==> src/rtl/mac_sequencer.sv <==
// Job sequencer for an external MAC: clears the accumulator, streams len operand
// pairs with a one-cycle enable-to-operand skew, then captures the rounded result.
`timescale 1ns/1ps
module mac_sequencer (
  input  logic        clk,
  input  logic        rst_n,
  input  logic        start,
  input  logic [7:0]  len,
  input  logic [2:0]  rnd_sel,
  input  logic        abort,
  input  logic        op_valid,
  input  logic [7:0]  op_a,
  input  logic [7:0]  op_c,
  output logic        op_ready,
  output logic        mac_op,
  output logic [7:0]  mac_a,
  output logic [7:0]  mac_c,
  output logic [2:0]  mac_sel,
  output logic        mac_clr,
  input  logic [15:0] mac_dout,
  output logic        busy,
  output logic        res_valid,
  output logic [15:0] res_data,
  input  logic        res_ready
);

  typedef enum logic [2:0] {IDLE, CLR, FEED, DRAIN, DONE} state_t;

  state_t      state;
  logic [7:0]  cnt;
  logic [7:0]  len_q;
  logic [2:0]  sel_q;
  logic [7:0]  a_q;
  logic [7:0]  c_q;
  logic        last_q;
  logic [1:0]  drain_q;
  logic        xfer;
  logic [7:0]  cnt_inc;

  assign xfer    = op_valid & op_ready;
  assign cnt_inc = cnt + 8'd1;
  assign busy    = (state != IDLE);

  always_ff @(posedge clk or negedge rst_n) begin
    if (!rst_n) begin
      state     <= IDLE;
      cnt       <= '0;
      len_q     <= '0;
      sel_q     <= '0;
      a_q       <= '0;
      c_q       <= '0;
      last_q    <= 1'b0;
      drain_q   <= '0;
      op_ready  <= 1'b0;
      mac_op    <= 1'b0;
      mac_a     <= '0;
      mac_c     <= '0;
      mac_sel   <= '0;
      mac_clr   <= 1'b0;
      res_valid <= 1'b0;
      res_data  <= '0;
    end else begin
      mac_clr <= 1'b0;
      mac_op  <= 1'b0;
      mac_sel <= '0;
      // Second pipeline stage: operands follow the enable by one cycle.
      if (mac_op && !abort) begin
        mac_a   <= a_q;
        mac_c   <= c_q;
        mac_sel <= last_q ? sel_q : 3'b000;
      end
      if (abort && state != IDLE) begin
        state     <= IDLE;
        op_ready  <= 1'b0;
        res_valid <= 1'b0;
      end else begin
        case (state)
          IDLE: begin
            if (start) begin
              len_q   <= len;
              sel_q   <= rnd_sel;
              cnt     <= '0;
              mac_clr <= 1'b1;
              state   <= CLR;
            end
          end
          CLR: begin
            if (len_q == 8'd0) begin
              res_data  <= '0;
              res_valid <= 1'b1;
              state     <= DONE;
            end else begin
              op_ready <= 1'b1;
              state    <= FEED;
            end
          end
          FEED: begin
            if (xfer) begin
              cnt    <= cnt_inc;
              mac_op <= 1'b1;
              a_q    <= op_a;
              c_q    <= op_c;
              last_q <= (cnt_inc == len_q);
              if (cnt_inc == len_q) begin
                op_ready <= 1'b0;
                drain_q  <= '0;
                state    <= DRAIN;
              end
            end
          end
          DRAIN: begin
            // Covers enable, operand and MAC-output cycles of the final pair.
            if (drain_q == 2'd2) begin
              res_data  <= mac_dout;
              res_valid <= 1'b1;
              state     <= DONE;
            end else begin
              drain_q <= drain_q + 2'd1;
            end
          end
          DONE: begin
            if (res_ready) begin
              res_valid <= 1'b0;
              state     <= IDLE;
            end
          end
          default: state <= IDLE;
        endcase
      end
    end
  end

endmodule

==> config.mk <==
export PLATFORM = sky130hd
export DESIGN_NAME = mac_sequencer
export DESIGN_NICKNAME = d
export VERILOG_FILES = /design/src/rtl/mac_sequencer.sv
export SDC_FILE = /design/constraint.sdc
export NUM_CORES = 1
export LEC_CHECK = 0
export BUFFER_PORTS_ARGS = -buffer_cell sky130_fd_sc_hd__buf_2
export CAP_MARGIN = 0
export CORE_UTILIZATION = 52
export DETAILED_ROUTE_END_ITERATION = 6
export PLACE_DENSITY = 0.75
export REMOVE_ABC_BUFFERS = 1
export SETUP_SLACK_MARGIN = 0.2
export SLEW_MARGIN = 20
export SYNTH_ARGS = -nofsm -noshare
export SYNTH_HDL_FRONTEND = slang
export SYNTH_SLANG_ARGS = --single-unit
==> constraint.sdc <==
create_clock -name clk -period 2.85 [get_ports clk]
set_input_delay 0.57 -clock clk [delete_from_list [all_inputs] [get_ports clk]]
set_output_delay 0.57 -clock clk [all_outputs]
set_load 0.02 [all_outputs]
==> flow_summary.ini, run 1 <==
[outcome]
status = finished, final reports clean

[synthesis]
synth_edf_count = 0
yosysSeqAreaShare_pct = 58.8
synthTopCellsByArea = dfrtp_1 59%, nand2_1 16%, o21ai_0 4.3%
synth_top_area_share_pct = 58.8
synth_warnings = 0
synth-seq-cells = 80
yosys-top-cells-count = 142 x nand2_1, 80 x dfrtp_1, 29 x o21ai_0
yosys.area.top_type = dfrtp_1
synth_most_common_cell = nand2_1
async_reset_ff_share_pct = 100
synth_area_mm2 = 0.00341
synth_cell_types = 38
avgSynthCellArea_um2 = 9.51
synth_top_flop_cell = dfrtp_1
synthCells = 358

[global_routing]
grt_usage_pct = 22.1
grt-ovfl-total = 0
grt_first_pass_wirelength_mm = 12.2
grt_pass1_vias = 2711
antenna_found_initial = 0
grt_max_degree = 81

[drt]
firstDrtPassIters = 4
drc = 0
wl_per_cell_um = 13.2
vias = 2717
wirelength_mm = 7.03
viasPerCell = 5.11
ant_nets = 0
detail_route.iter0.violations = 109

[power]
p_int_mw = 2.30
combPwrFrac_pct = 24.4
p_leak_nw = 2.21
p_switching_mw = 1.08
ir_drop_mv = 0.491
swShare_pct = 31.9
seq_power_share_pct = 47.9
power_density_mw_per_mm2 = 811
p_clk_share_pct = 27.8

[sta]
worstMarginPinSlew_ns = 0.975
layout_setup_ws_ns = 0.521
finalHoldViolCount = 0
drv_slew = 0
rsz0062_at_grt = false
timing.setup.tns_ns = 0
fin_crit_ns = 2.33
clock_skew_ns = 0.0100
relSlewSlack_pct = 35.0
finalSetupViolCount = 0
finalCritPeriodShare_pct = 81.7
fin_hold_ws_ns = 0.372
max_freq_ghz = 0.429

[floorplan]
die_width_um = 82.9
die_area_mm2 = 0.00688
die_h_um = 82.9
rows = 29
io_pins = 89
coreArea_mm2 = 0.00635
initial_utilization_pct = 53.6

[layout]
num_antenna_cells = 0
area_growth_pct = 22.3
drive_gt1_share_pct = 27.9
fin_nets = 501
design_area_mm2 = 0.00417
fillers = 530

[clock_tree]
cts_setup_buffers = 0
cts_hold_buffers = 0
cts_resized = 0
ctsLongestPathBuffers = 2
cts_buffers = 9
clock_sinks = 80
cts_max_level = 3
clk_pin_slew_ns = 0.08
tritoncts = done
cts-root-buf = clkbuf_8
clock_latency_ns = 0.35

[min_path]
hold_path.class = in2async

[place]
dpl_cell_area_mm2 = 0.00394
hpwl_mm = 4.97
gp_congestion = 0.861
portBuffers = 88
post-place-ws_ns = 0.511

[worst_setup_path]
startpoint_type = flip-flop
critPathRequiredTime_ns = 3.09
worstPathMaxFanout = 6
arrival_ns = 2.57
end_kind = flip-flop
crit_type = reg2reg

[run]
maxCapViolCount = 0
-- metrics by stage --
stage / power (mW) / std cells / util [%]
2_1_floorplan: 2.16 / 344 / -
3_3_place_gp: 2.43 / 516 / 62.0
3_5_place_dp: 2.47 / 516 / 62.0
4_1_cts: 3.41 / 532 / 65.6
5_1_grt: 3.58 / 532 / 65.6
6_report: 3.38 / 532 / 65.6
-- placed cells by master, fill, tap and decap left out, types with 2 or more instances in the layout --
cell	synthesis	routed
nand3b_1	3	3
or4_1	2	2
nor3_1	5	5
inv_6	0	2
clkbuf_8	0	10
dfrtp_1	80	80
buf_2	0	87
nand3_1	4	4
xnor2_1	7	7
bufinv_16	0	2
a31o_1	3	3
buf_4	0	8
o31ai_1	2	2
o21ai_0	29	29
nand2_1	142	142
a21oi_1	4	4
and3_1	5	5
nor4_1	4	4
nand4_1	2	2
ha_1	2	2
nor2_1	11	11
inv_1	7	7
o211ai_1	2	2
a31oi_1	2	2
xor2_1	3	3
mux2_2	11	11
-- cell families after synthesis --
group	after synthesis	synth area share, %
and+or+nand+nor	187	23.6
buffers and inverters	21	2.54
muxes	11	3.64
xor gates and xnor gates	10	2.57
AOI/OAI and AO/OA	47	8.16
adders and majority gates	2	0.735
DFF	80	58.8
-- power groups by stage --
stage | Clock (mW) | Sequential, mW | Combinational [mW]
detailed placement | 0 | 1.64 | 0.830
finish | 0.937 | 1.62 | 0.823
global placement | 0 | 1.63 | 0.803
CTS | 0.957 | 1.62 | 0.832
floorplan | 0 | 1.70 | 0.462
global route | 1.01 | 1.65 | 0.915
-- registers in the layout (all words and copies together) (netlist names), 2 cells and up --
name,cells
a_q,8
c_q,8
cnt,8
drain_q,2
len_q,8
mac_a,8
mac_c,8
mac_sel,3
res_data,16
sel_q,3
state,3
-- routing by layer --
| layer | track usage [%] | wire length [µm] | up-vias |
|---|---|---|---|
| met1 | 30.1 | 3340 | 1260 |
| met4 | 10.5 | 161 | 0 |
| met2 | 34.2 | 3210 | 68 |
| met5 | 0 | 0 | - |
| li1 | - | - | 1369 |
| met3 | 4.27 | 310 | 20 |
-- final cells by class --
class | count | area (µm²) | share of cell area [%]
Tap cell | 77 | 96.3 | 2.31
Inverter | 7 | 26.3 | 0.631
Sequential cell | 80 | 2000 | 48.1
Multi-Input combinational cell | 257 | 1320 | 31.6
Timing Repair Buffer | 95 | 495 | 11.9
Clock buffer | 10 | 138 | 3.30
Clock inverter | 6 | 90.1 | 2.16
-- worst paths after layout --
path                              start          to  slack, ns  depth (start not counted)
worst max-delay path             cnt[0]  drain_q[1]       0.52                          7
worst min-delay path              rst_n    mac_a[7]       0.37                          1
worst max register to register   cnt[0]  drain_q[1]       0.52                          7
worst min register to register   c_q[7]    mac_c[7]       0.47                          2
max in group asynchronous         rst_n    state[2]       1.85                          1
min in group clk                op_c[2]      c_q[2]       0.41                          3
-- critical path, stage by stage, from the launching register on --
cell	delay [ns]
dfrtp_1	0.44
ha_1	0.30
nand3_4	0.12
and2_4	0.18
or4_1	0.39
a31o_1	0.24
or3_4	0.35
a31o_1	0.21
No activity file was read; power rests on OpenSTA's default activity.
==> run 2, diff against run 1 <==
--- a/config.mk
+++ b/config.mk
@@ -7,9 +7,9 @@
 export LEC_CHECK = 0
 export BUFFER_PORTS_ARGS = -buffer_cell sky130_fd_sc_hd__buf_2
 export CAP_MARGIN = 0
-export CORE_UTILIZATION = 52
+export CORE_UTILIZATION = 47
 export DETAILED_ROUTE_END_ITERATION = 6
-export PLACE_DENSITY = 0.75
+export PLACE_DENSITY = 0.71
 export REMOVE_ABC_BUFFERS = 1
 export SETUP_SLACK_MARGIN = 0.2
 export SLEW_MARGIN = 20
==> constraint.sdc (replaced) <==
create_clock -name clk -period 2 [get_ports clk]
set_input_delay 0.4 -clock clk [delete_from_list [all_inputs] [get_ports clk]]
set_output_delay 0.4 -clock clk [all_outputs]
set_load 0.02 [all_outputs]
==> run 2 against run 1 <==
Net effect:
- power up 45%
- combinational power up 64%
- clock-buffer cell count down 1
- register-to-register slack worse by 0.69 ns
- fmax up 7.2%
- the run now ends with setup timing left
- hold slack worse by 0.15 ns
- critical path type unchanged
==> flow_summary.ini, run 2 (synthesized netlist as in run 1, its figures left out) <==
[outcome]
status = finished, violations left
violations = setup timing

[clock_tree]
cts_max_level = 3
clock_latency_ns = 0.36
cts_buffers = 9
cts-root-buf = clkbuf_8
tritoncts = done
ctsLongestPathBuffers = 2
clock_sinks = 80
clk_pin_slew_ns = 0.09

[sta]
rsz0062_at_grt = true
finalHoldViolCount = 0
relSlewSlack_pct = 59.5
finalCritPeriodShare_pct = 109
drv_slew = 0
fin_hold_ws_ns = 0.224
timing.setup.tns_ns = -0.616
layout_setup_ws_ns = -0.173
clock_skew_ns = 0.00822
finalSetupViolCount = 5
worstMarginPinSlew_ns = 0.606
fin_crit_ns = 2.17
max_freq_ghz = 0.460

[drt]
wl_per_cell_um = 14.6
ant_nets = 0
detail_route.iter0.violations = 151
wirelength_mm = 8.34
viasPerCell = 5.12
firstDrtPassIters = 4
drc = 0
vias = 2928

[worst_setup_path]
arrival_ns = 2.42
rr_endpoint = drain_q[1]
rr_worst_depth = 7
crit_type = reg2reg
worstReg2RegStart = cnt[1]
worstPathMaxFanout = 3
end_kind = flip-flop
startpoint_type = flip-flop
critPathRequiredTime_ns = 2.25
r2r_setup_slack_ns = -0.17

[global_routing]
grt_max_degree = 38
grt_usage_pct = 22.8
grt_first_pass_wirelength_mm = 13.0
grt-ovfl-total = 0
antenna_found_initial = 0
grt_pass1_vias = 2707

[layout]
multi_input_area_mm2 = 0.00140
num_antenna_cells = 0
final_common_cell = nand2_1
drive_gt1_share_pct = 34.0
area_growth_pct = 29.9
mostFrequentLayoutCells = 142 x nand2_1, 87 x buf_2, 79 x dfrtp_1
largest_register = res_data
design_area_mm2 = 0.00442
largest_reg_flops = 16
fillers = 604
regArea_mm2 = 0.00200
fin_nets = 522

[floorplan]
rows = 30
io_pins = 89
die_h_um = 87.1
coreArea_mm2 = 0.00691
die_area_mm2 = 0.00759
die_width_um = 87.1
initial_utilization_pct = 49.3

[place]
hpwl_mm = 5.53
portBuffers = 88
dpl_cell_area_mm2 = 0.00408
gp_congestion = 0.817

[power]
ir_drop_mv = 0.717
totalPowerFinal_mw = 4.90
p_leak_nw = 2.31
power_density_mw_per_mm2 = 1110

[min_path]
hold_end = a_q[7]
hold_path.class = in2reg
hold_start = op_a[7]
min_path_cells = 3

[run]
maxCapViolCount = 0
[run 2: cell types whose count changed in the layout (fill, tap and decap cells not counted), moves of 3 or more]
| cell | change |
|---|---|
| buf_4 | +17 |
| o21ai_0 | -5 |
| o21ai_1 | +5 |
| nor2_1 | -3 |
| nor2_2 | +3 |
[run 2: area by class of cell]
type	instances	area share (%)
clock inverters	7	1.75
well taps	96	2.71
inverters	7	0.594
multi-input cells	257	31.7
flip-flops and latches	80	45.3
repair buffers	116	15.2
clock buffers	9	2.80
[run 2: repair_timing]
action,CTS,global route
endpoints found under the setup margin,13,26
hold endpoints to repair,17,0
buffers inserted,3,1
gates resized for setup,10,16
hold buffers,1,0
pin swaps,6,2
[run 2: stage by stage]
stage                     worst slack (ns)  cells  util [%]
after floorplan                     -0.347    344         -
after global placement              -0.123    551      59.1
after detailed placement            -0.168    551      59.1
after CTS                          -0.0896    571      63.3
after global routing                -0.201    572      64.1
final                               -0.173    572      64.1
[run 2: worst max-delay path by stage]
stage / from / to / cells after the start / slack, ns
final: cnt[1] / drain_q[1] / 7 / -0.17
after global routing: cnt[1] / drain_q[0] / 7 / -0.20
after CTS: cnt[1] / drain_q[0] / 8 / -0.09
after detailed placement: cnt[1] / drain_q[0] / 7 / -0.17
after global placement: cnt[0] / drain_q[1] / 7 / -0.12
after floorplan: abort / cnt[5] / 7 / -0.35
[run 2: report_power, final]
| group | switching (mW) | internal (mW) |
|---|---|---|
| clock | 0.647 | 0.590 |
| combinational | 0.754 | 0.592 |
| sequential | 0.297 | 2.02 |
[run 2: routing by layer]
| metal | global-route usage [%] | share of wire [%] | vias to the layer above |
|---|---|---|---|
| met5 | 0 | 0 | - |
| met4 | 12.1 | 2.9 | 0 |
| met3 | 3.70 | 4.4 | 20 |
| met2 | 35.4 | 49 | 97 |
| met1 | 31.0 | 44 | 1398 |
| li1 | - | - | 1413 |
[run 2: worst max-delay path, cell delays in order (launching register included)]
cell	delay [ns]
dfrtp_1	0.40
ha_4	0.17
nand3_4	0.09
and2_4	0.17
or4_4	0.43
a31o_4	0.25
or3_4	0.35
a31o_1	0.21
==> run 3, diff against run 2 <==
--- a/config.mk
+++ b/config.mk
@@ -11,7 +11,6 @@
 export DETAILED_ROUTE_END_ITERATION = 6
 export PLACE_DENSITY = 0.71
 export REMOVE_ABC_BUFFERS = 1
-export SETUP_SLACK_MARGIN = 0.2
 export SLEW_MARGIN = 20
 export SYNTH_ARGS = -nofsm -noshare
 export SYNTH_HDL_FRONTEND = slang
==> run 3 against run 2 <==
Net effect:
- the flow still finishes with violations (setup timing)
- register-to-register slack gained 0.02 ns
- clock-buffer cell count is the same
- final cell count shrank 0.35%
- hold slack gained 0.0073 ns
- critical path depth is the same
- design area shrank 1.6%
- routed wire length shrank 1.8%
- sequential power is essentially flat
- clock power is essentially flat
- clock skew grew 0.0028 ns
- worst setup slack gained 0.020 ns
- sequential share of layout area grew 0.69 points
- largest power group unchanged
==> flow_summary.ini, run 3 (synthesized netlist as in run 1, its figures left out) <==
[power]
ir_drop_mv = 0.688
p_leak_nw = 2.30
power_density_mw_per_mm2 = 1110

[clock_tree]
cts_max_level = 3
clock_latency_ns = 0.36
tritoncts = done
ctsLongestPathBuffers = 2
cts-root-buf = clkbuf_8
cts_buffers = 9
clock_sinks = 80
clk_pin_slew_ns = 0.09

[layout]
mostFrequentLayoutCells = 142 x nand2_1, 87 x buf_2, 80 x dfrtp_1
largest_reg_flops = 16
num_antenna_cells = 0
area_growth_pct = 27.9
final_common_cell = nand2_1
drive_gt1_share_pct = 32.1
largest_register = res_data
fin_nets = 520

[floorplan]
io_pins = 89
die_width_um = 87.1
initial_utilization_pct = 49.3
coreArea_mm2 = 0.00691
die_area_mm2 = 0.00759
rows = 30
die_h_um = 87.1

[global_routing]
grt_max_degree = 38
grt_pass1_vias = 2704
antenna_found_initial = 0
grt_usage_pct = 22.8
grt_first_pass_wirelength_mm = 13.0
grt-ovfl-total = 0

[sta]
finalCritPeriodShare_pct = 108
max_freq_ghz = 0.464
clock_skew_ns = 0.0110
finalSetupViolCount = 4
fin_crit_ns = 2.15
rsz0062_at_grt = true
worstMarginPinSlew_ns = 0.594
timing.setup.tns_ns = -0.493
relSlewSlack_pct = 60.3
layout_setup_ws_ns = -0.153
finalHoldViolCount = 0
drv_slew = 0

[drt]
firstDrtPassIters = 4
drc = 0
detail_route.iter0.violations = 134
wirelength_mm = 8.19
wl_per_cell_um = 14.4
ant_nets = 0
vias = 2868
viasPerCell = 5.03

[place]
portBuffers = 88
gp_congestion = 0.817
hpwl_mm = 5.53
post-place-ws_ns = -0.168

[min_path]
min_path_cells = 3
hold_path.class = in2reg

[worst_setup_path]
arrival_ns = 2.39
startpoint_type = flip-flop
rr_worst_depth = 7
crit_type = reg2reg
critPathRequiredTime_ns = 2.24
r2r_setup_slack_ns = -0.15
end_kind = flip-flop
worstPathMaxFanout = 3

[run]
maxCapViolCount = 0

[outcome]
violations = setup timing
status = finished, violations left
## run 3: changes by cell type in the layout (fill, tap and decap cells not counted), moves of 2 or more
cell / delta
o21ai_1: -5
nor2_2: -2
o21ai_0: +5
nor2_1: +2
## run 3: layout make-up
| type | instances | area (µm²) |
|---|---|---|
| inverters | 7 | 26.3 |
| well taps | 96 | 120 |
| repair buffers | 114 | 644 |
| flip-flops and latches | 80 | 2000 |
| clock buffers | 9 | 124 |
| fillers | 623 | 2550 |
| clock inverters | 7 | 77.6 |
| multi-input cells | 257 | 1360 |
## run 3: per-layer routing
| layer | track usage, % | vias up | part of all wire [%] |
|---|---|---|---|
| met1 | 30.8 | 1359 | 45 |
| met4 | 11.5 | 0 | 1.9 |
| met3 | 3.60 | 13 | 4.4 |
| met2 | 35.8 | 86 | 49 |
| met5 | 0 | - | 0 |
| li1 | - | 1410 | - |
## run 3: worst paths after layout
| path | from | endpoint |
|---|---|---|
| setup / recovery | cnt[1] | drain_q[1] |
| hold / removal | op_a[5] | a_q[5] |
| setup reg to reg | cnt[1] | drain_q[1] |
| hold reg to reg | a_q[0] | mac_a[0] |
| max in group asynchronous | rst_n | res_data[14] |
| min in group asynchronous | rst_n | mac_a[3] |
## run 3: per-stage QoR
step / util, % / total power [mW] / instance area, µm² / hold slack (ns) / instances
after CTS: 62.8 / 4.82 / 4340 / 0.217 / 570
after global routing: 63.1 / 5.11 / 4360 / 0.229 / 570
after global placement: 59.1 / 3.50 / 4080 / 0.377 / 551
after detailed placement: 59.1 / 3.57 / 4080 / 0.384 / 551
after floorplan: - / 3.07 / 3350 / 0.104 / 344
final: 63.1 / 4.82 / 4360 / 0.231 / 570
## run 3: timing repair
item / CTS / global route
hold buffers: 1 / 0
gates cloned: 0 / 0
gates resized for setup: 5 / 4
endpoints found under the hold margin: 17 / 0
setup buffers: 2 / 0
pin swaps: 4 / 2
endpoints found under the setup margin: 4 / 5
## run 3: critical path: stages, from the launching register on
cell	delay, ns
dfrtp_1	0.40
ha_4	0.18
nand3_4	0.09
and2_4	0.17
or4_4	0.40
a31o_1	0.23
or3_4	0.35
a31o_1	0.21
## run 3: report_power, final
group	internal (mW)	total (mW)	switching [mW]
logic	0.565	1.28	0.715
clock network	0.590	1.23	0.639
registers	2.02	2.31	0.285
